==> src/rtl/ioctl_upload_reader_pkg.sv <==
// upload_pkg: shared states, fill byte and byte lane selection for the ioctl upload reader
package upload_pkg;
  typedef enum logic [2:0] {IDLE, FETCH, READY, DONE, DRAIN} state_t;
  localparam logic [7:0] FILL_BYTE = 8'hFF;
  // Little-endian packing, matching how the download path fills SDRAM words
  function automatic logic [7:0] byte_sel(input logic [15:0] word, input logic odd);
    return odd ? word[15:8] : word[7:0];
  endfunction
endpackage

==> src/rtl/ioctl_upload_reader_if.sv <==
// ioctl_upload_reader_if: SDRAM port bus using the req/ack toggle protocol with 16-bit read data
interface ioctl_upload_reader_if;
  logic        mem_req;
  logic        mem_ack;
  logic [22:0] mem_a;
  logic [15:0] mem_q;
  modport master (output mem_req, mem_a, input mem_ack, mem_q);
  modport slave (input mem_req, mem_a, output mem_ack, mem_q);
endinterface

==> src/rtl/ioctl_upload_reader_toggle_req.sv <==
// toggle_req_if: owns a toggle request line, reporting outstanding state and a completion pulse
module toggle_req_if (
  input  logic clk_sys,
  input  logic reset_n,
  input  logic issue,
  input  logic mem_ack,
  output logic mem_req,
  output logic pending,
  output logic complete
);
  logic waiting;
  assign pending = mem_req != mem_ack;
  assign complete = waiting && !pending;
  // Reset re-aligns the request to the ack so an in-flight request is abandoned
  always_ff @(posedge clk_sys) begin
    if (!reset_n) begin
      mem_req <= mem_ack;
      waiting <= 1'b0;
    end else begin
      mem_req <= mem_req ^ issue;
      waiting <= issue | (waiting & pending);
    end
  end
endmodule

==> src/rtl/ioctl_upload_reader.sv <==
// ioctl_upload_reader: streams a contiguous SDRAM byte region to data_io, one byte per host read strobe
module ioctl_upload_reader
  import upload_pkg::*;
#(
  parameter logic [24:0] BASE   = 25'h0,
  parameter logic [24:0] LENGTH = 25'd256
) (
  input  logic                          clk_sys,
  input  logic                          reset_n,
  input  logic                          ioctl_upload,
  input  logic                          ioctl_rd,
  output logic [7:0]                    ioctl_din,
  ioctl_upload_reader_if.master         mem,
  output logic                          busy,
  output logic                          done,
  output logic                          underrun
);
  if (({1'b0, BASE} + {1'b0, LENGTH} > 26'h1000000) || (LENGTH == 25'd0)) begin : g_bad_region
    $error("ioctl_upload_reader: region must be non-empty and lie below 2^24");
  end
  state_t      state, state_n;
  logic [24:0] byte_cnt, cnt_n, cnt_inc;
  logic [15:0] word_reg, word_n;
  logic [22:0] a_n;
  logic [7:0]  din_n;
  logic [23:0] next_addr;
  logic        addr_odd, upl_r, start_pend, pend_n, busy_n, done_n, under_n;
  logic        issue, pending, complete, rise;
  assign cnt_inc   = byte_cnt + 25'd1;
  assign addr_odd  = BASE[0] ^ byte_cnt[0];
  assign next_addr = 24'(BASE + cnt_inc);
  assign rise      = ioctl_upload & ~upl_r;
  toggle_req_if u_req (
    .clk_sys (clk_sys),
    .reset_n (reset_n),
    .issue   (issue),
    .mem_ack (mem.mem_ack),
    .mem_req (mem.mem_req),
    .pending (pending),
    .complete(complete)
  );
  always_comb begin
    state_n = state;
    cnt_n   = byte_cnt;
    word_n  = word_reg;
    a_n     = mem.mem_a;
    din_n   = ioctl_din;
    busy_n  = busy;
    done_n  = done;
    under_n = underrun;
    pend_n  = start_pend;
    issue   = 1'b0;
    case (state)
      IDLE: begin
        pend_n = 1'b0;
        if ((rise || start_pend) && ioctl_upload) begin
          done_n  = 1'b0;
          under_n = 1'b0;
          cnt_n   = '0;
          a_n     = BASE[23:1];
          issue   = 1'b1;
          busy_n  = 1'b1;
          state_n = FETCH;
        end
      end
      FETCH: begin
        if (!ioctl_upload) begin
          busy_n  = 1'b0;
          state_n = pending ? DRAIN : IDLE;
        end else begin
          under_n = underrun | ioctl_rd;
          if (complete) begin
            word_n  = mem.mem_q;
            din_n   = byte_sel(mem.mem_q, addr_odd);
            state_n = READY;
          end
        end
      end
      READY: begin
        if (!ioctl_upload) begin
          busy_n  = 1'b0;
          state_n = IDLE;
        end else if (ioctl_rd) begin
          cnt_n = cnt_inc;
          if (cnt_inc == LENGTH) begin
            done_n  = 1'b1;
            busy_n  = 1'b0;
            din_n   = FILL_BYTE;
            state_n = DONE;
          end else if (!next_addr[0]) begin
            a_n     = next_addr[23:1];
            issue   = 1'b1;
            state_n = FETCH;
          end else begin
            din_n = byte_sel(word_reg, 1'b1);
          end
        end
      end
      DONE: begin
        din_n   = FILL_BYTE;
        state_n = ioctl_upload ? DONE : IDLE;
      end
      DRAIN: begin
        pend_n  = start_pend | rise;
        state_n = pending ? DRAIN : IDLE;
      end
      default: state_n = IDLE;
    endcase
  end
  always_ff @(posedge clk_sys) begin
    if (!reset_n) begin
      state      <= IDLE;
      byte_cnt   <= '0;
      word_reg   <= 16'hFFFF;
      mem.mem_a  <= '0;
      ioctl_din  <= FILL_BYTE;
      busy       <= 1'b0;
      done       <= 1'b0;
      underrun   <= 1'b0;
      upl_r      <= 1'b0;
      start_pend <= 1'b0;
    end else begin
      state      <= state_n;
      byte_cnt   <= cnt_n;
      word_reg   <= word_n;
      mem.mem_a  <= a_n;
      ioctl_din  <= din_n;
      busy       <= busy_n;
      done       <= done_n;
      underrun   <= under_n;
      upl_r      <= ioctl_upload;
      start_pend <= pend_n;
    end
  end
endmodule
==> src/flat_wrapper.sv <==
// flat-port wrapper written by rule: the top's interface ports become plain ports
module ioctl_upload_reader_flat import upload_pkg::*;
#(
  parameter logic [24:0] BASE   = 25'h0,
  parameter logic [24:0] LENGTH = 25'd256
)
  (clk_sys, reset_n, ioctl_upload, ioctl_rd, ioctl_din, busy, done, underrun, mem_mem_req, mem_mem_a, mem_mem_ack, mem_mem_q);
  ioctl_upload_reader_if mem_i ();
  input  logic clk_sys;
  input  logic reset_n;
  input  logic ioctl_upload;
  input  logic ioctl_rd;
  output logic [7:0] ioctl_din;
  output logic busy;
  output logic done;
  output logic underrun;
  output wire logic [$bits(mem_i.mem_req)-1:0] mem_mem_req;
  output wire logic [$bits(mem_i.mem_a)-1:0] mem_mem_a;
  input wire logic [$bits(mem_i.mem_ack)-1:0] mem_mem_ack;
  input wire logic [$bits(mem_i.mem_q)-1:0] mem_mem_q;
  assign mem_mem_req = mem_i.mem_req;
  assign mem_mem_a = mem_i.mem_a;
  assign mem_i.mem_ack = mem_mem_ack;
  assign mem_i.mem_q = mem_mem_q;
  ioctl_upload_reader #(.BASE(BASE), .LENGTH(LENGTH)) u_core (.clk_sys(clk_sys), .reset_n(reset_n), .ioctl_upload(ioctl_upload), .ioctl_rd(ioctl_rd), .ioctl_din(ioctl_din), .mem(mem_i), .busy(busy), .done(done), .underrun(underrun));
endmodule
==> config.mk <==
export PLATFORM = sky130hd
export DESIGN_NAME = ioctl_upload_reader_flat
export DESIGN_NICKNAME = d
export VERILOG_FILES = /design/src/rtl/ioctl_upload_reader_pkg.sv /design/src/rtl/ioctl_upload_reader_if.sv /design/src/rtl/ioctl_upload_reader_toggle_req.sv /design/src/rtl/ioctl_upload_reader.sv /design/src/flat_wrapper.sv
export SDC_FILE = /design/constraint.sdc
export NUM_CORES = 1
export LEC_CHECK = 0
export BUFFER_PORTS_ARGS = -buffer_cell sky130_fd_sc_hd__buf_4
export CAP_MARGIN = 20
export CORE_MARGIN = 8
export CORE_UTILIZATION = 31
export CTS_CLUSTER_DIAMETER = 60
export CTS_CLUSTER_SIZE = 40
export DETAILED_ROUTE_END_ITERATION = 10
export GPL_ROUTABILITY_DRIVEN = 1
export PLACE_DENSITY = 0.48
export SYNTH_ARGS = -nofsm -noshare
export SYNTH_HDL_FRONTEND = slang
export SYNTH_SLANG_ARGS = --single-unit
==> constraint.sdc <==
create_clock -name clk_sys -period 3.88 [get_ports clk_sys]
set_clock_uncertainty 0.2 [all_clocks]
set_input_delay 1.164 -clock clk_sys [delete_from_list [all_inputs] [get_ports clk_sys]]
set_output_delay 1.164 -clock clk_sys [all_outputs]
set_load 0.1 [all_outputs]
==> results.ini <==
[status]
outcome = completed

[final_layout]
top_regs = u_core.byte_cnt: 25 flops, u_core.mem.mem_a: 23 flops
drive_above_1_share = 0.178
syn_to_final_growth_pct = 17.9
num_antenna_cells = 0
nNetsFinal = 590
fill_cells = 1472
largest_reg_flops = 25
regMostFlops = u_core.byte_cnt

[floorplanning]
rows = 43
core_mm2 = 0.0137
start_util = 0.312
die_w_um = 133
dieArea_mm2 = 0.0178
ios = 56
die_h_um = 133

[clock_network]
cts_hold_buf = 0
numCtsBuffers = 9
clkSinkCount = 74
cts_resized = 0
clk_pin_slew_ns = 0.06
clk_path_buf_depth = 2
clk_latency_ns = 0.33
cts_max_level = 3
cts_tree = built
cts_setup_buffers = 0
root_buffer = clkbuf_16

[sta]
worstMarginPinSlew_ns = 0.639
max_freq_ghz = 0.298
setup_violations = 0
period_share = 0.865
holdWs_ns = 0.263
rsz0062_at_grt = no
max_slew_margin = 0.573
min_period_ns = 3.36
fin_ws_ns = 0.524
maxSlewViolCount = 0
hold_violations = 0
setup_tns_ns = 0

[critical_path]
cp_max_fo = 25
critPathLaunch = u_core.byte_cnt[0]
cp_data_arrival_time_ns = 3.40
worstReg2RegEnd = u_core.u_req.mem_req
cp-end-kind = flip-flop
crit_path_start_kind = flip-flop
r2r_start = u_core.byte_cnt[0]
path_class = flip-flop to flip-flop
r2r_slack_ns = 0.52
crit_required_ns = 3.93
max_stage_delay_ns = 0.52
cp_slowest_cell = or4_1
path_cells = buf_4 -> nand4_4 -> or3_4 -> or4_1 -> nand3_1 -> and4_4 -> a21o_2 -> a21boi_0 -> o31ai_1
r2r_cells = 9

[global_routing]
grt_usage = 0.141
grt-ovfl-total = 0
grt_pass1_wl_mm = 20.7
grt_pass1_vias = 3927
grt_start_max_net_pins = 39
antenna_found_initial = 0

[synthesis]
syn_area_mm2 = 0.00426
synthCells = 541
synth_warnings = 0
synthFlopType = dfxtp_1
yosysSeqAreaShare = 0.348
async_reset_ff_frac = 0
synth_nets = 563
postSynthAreaPerCell_um2 = 7.88
ys_ff_latch = 74
synthDistinctLibCells = 63
synth-edff-count = 0

[min_path]
hold_path_depth = 2
hold_end = u_core.mem.mem_a[2]
min-delay-start = u_core.mem.mem_a[2]
hold_path.class = flip-flop to flip-flop

[routing]
first_iter_violations = 199
ant_nets = 0
wl_per_cell_um = 16.8
viasPerCell = 5.28
drc = 0
drt_first_pass_iters = 4
wl_mm = 12.6
vias = 3974

[placement]
io_buffers = 55
hpwl_mm = 8.73
dp_slack_ns = 0.505
place.gp.congestion = 0.822

[job]
cap_violations = 0

[pwr]
leakage_nw = 1.85
powerDensity_mw_per_mm2 = 370
ir_drop_mv = 0.167

through the flow:
step | cells | util | total power [mW] | cell area (µm²)
global placement | 737 | 0.346 | 1.03 | 4730
global route | 753 | 0.368 | 1.92 | 5020
finish | 753 | 0.368 | 1.86 | 5020
detailed placement | 737 | 0.346 | 1.03 | 4730
floorplan | 541 | - | 0.953 | 4260
CTS | 753 | 0.368 | 1.88 | 5020
synth_stat cells (2+ instances only):
cell       n  area share
nor2_1    38       0.033
nor3_1    12       0.014
nand2b_1   4      0.0059
or3_1      5      0.0073
xnor2_1   12       0.025
buf_4      4      0.0070
a32o_1     2      0.0047
or3_4      2      0.0053
or2_2      3      0.0044
and2_1     3      0.0044
mux2i_1   17       0.040
buf_6      6       0.016
a211oi_1   3      0.0053
and3_1     9       0.013
o21ai_0   39       0.046
nand4_1    8       0.012
nor2b_1    3      0.0044
nand3_1   35       0.041
and4_1     4      0.0082
a311oi_1   2      0.0041
nand2_1   70       0.062
xor2_1    14       0.029
a31oi_1    4      0.0059
nor4_1     7       0.010
a221o_1    8       0.019
a22oi_1    3      0.0053
o211ai_1  15       0.026
clkbuf_1  29       0.026
buf_2      9       0.011
o21a_1     2      0.0035
or4_1      2      0.0035
and4_4     5       0.013
inv_1      2      0.0018
dfxtp_1   74        0.35
buf_1      2      0.0018
a21oi_1   56       0.066
nor3b_1    2      0.0035
final cells by class:
| cell class | instances | area (µm²) | share of cell area |
|---|---|---|---|
| Multi-Input combinational cell | 413 | 2500 | 0.499 |
| Inverter | 3 | 11.3 | 0.00224 |
| Clock inverter | 2 | 35.0 | 0.00697 |
| Timing Repair Buffer | 67 | 503 | 0.100 |
| Sequential cell | 74 | 1480 | 0.295 |
| Clock buffer | 14 | 264 | 0.0525 |
| Tap cell | 180 | 225 | 0.0448 |
how the worst max path moves through the flow:
stage / endpoint / slack (ns) / cells after the start
after floorplan: u_core.ioctl_din[0] / 0.78 / 12
after global placement: u_core.u_req.mem_req / 0.54 / 9
after detailed placement: u_core.u_req.mem_req / 0.50 / 9
after CTS: u_core.u_req.mem_req / 0.48 / 9
after global routing: u_core.u_req.mem_req / 0.17 / 9
final: u_core.u_req.mem_req / 0.52 / 9
per-layer routing:
metal | global-route usage | vias to the layer above | share of wire
li1 | - | 2013 | -
met1 | 0.193 | 1864 | 0.51
met3 | 0.0286 | 10 | 0.047
met2 | 0.217 | 87 | 0.44
met5 | 0 | - | 0
met4 | 0.0462 | 0 | 0.0089
cell usage in the layout, fill, tap and decap left out, drive strengths merged, types with 2 or more instances in the layout:
cell type,synthesis,routed
or3,7,7
a21o,3,3
nor4,7,7
nand2,70,70
and2,3,3
nand3,36,36
xnor2,12,12
a211oi,4,4
a32o,2,2
o21a,2,2
or4,2,2
a21oi,57,57
or2,3,3
and4,9,9
a22oi,3,3
a221o,8,8
a311oi,2,2
dfxtp,74,74
buf,21,67
nand2b,4,4
mux2i,17,17
inv,3,3
nand4,9,9
o21ai,39,39
nor3b,2,2
clkbuf,30,14
nor2b,3,3
xor2,14,14
nor2,38,38
a2111oi,2,2
nor3,12,12
o211ai,15,15
a31oi,4,4
and3,10,10
critical path, delay by kind of cell, from the launching register on:
family                 cells  cell delay (ns)
AO/OA/AOI/OAI              3             0.80
buffers and inverters      1             0.33
flip-flops                 1             0.33
AND/OR/NAND/NOR            5             1.60
kinds of logic (layout without fill, tap and decap cells):
kind of cell	Yosys count	in the layout	synth area share
AND/OR/NAND/NOR	219	219	0.266
AO/OA/AOI/OAI	150	150	0.226
flip-flops	74	74	0.348
buffers and inverters	54	86	0.0646
XOR/XNOR	26	26	0.0534
multiplexers	17	17	0.0399
adder cells (fa/ha/maj)	1	1	0.00294
report_power, final:
part / total [mW] / switching, mW / internal [mW]
combinational: 0.224 / 0.158 / 0.0664
clock: 0.852 / 0.318 / 0.533
sequential: 0.785 / 0.0130 / 0.772
(Power assumes the default switching activity.)
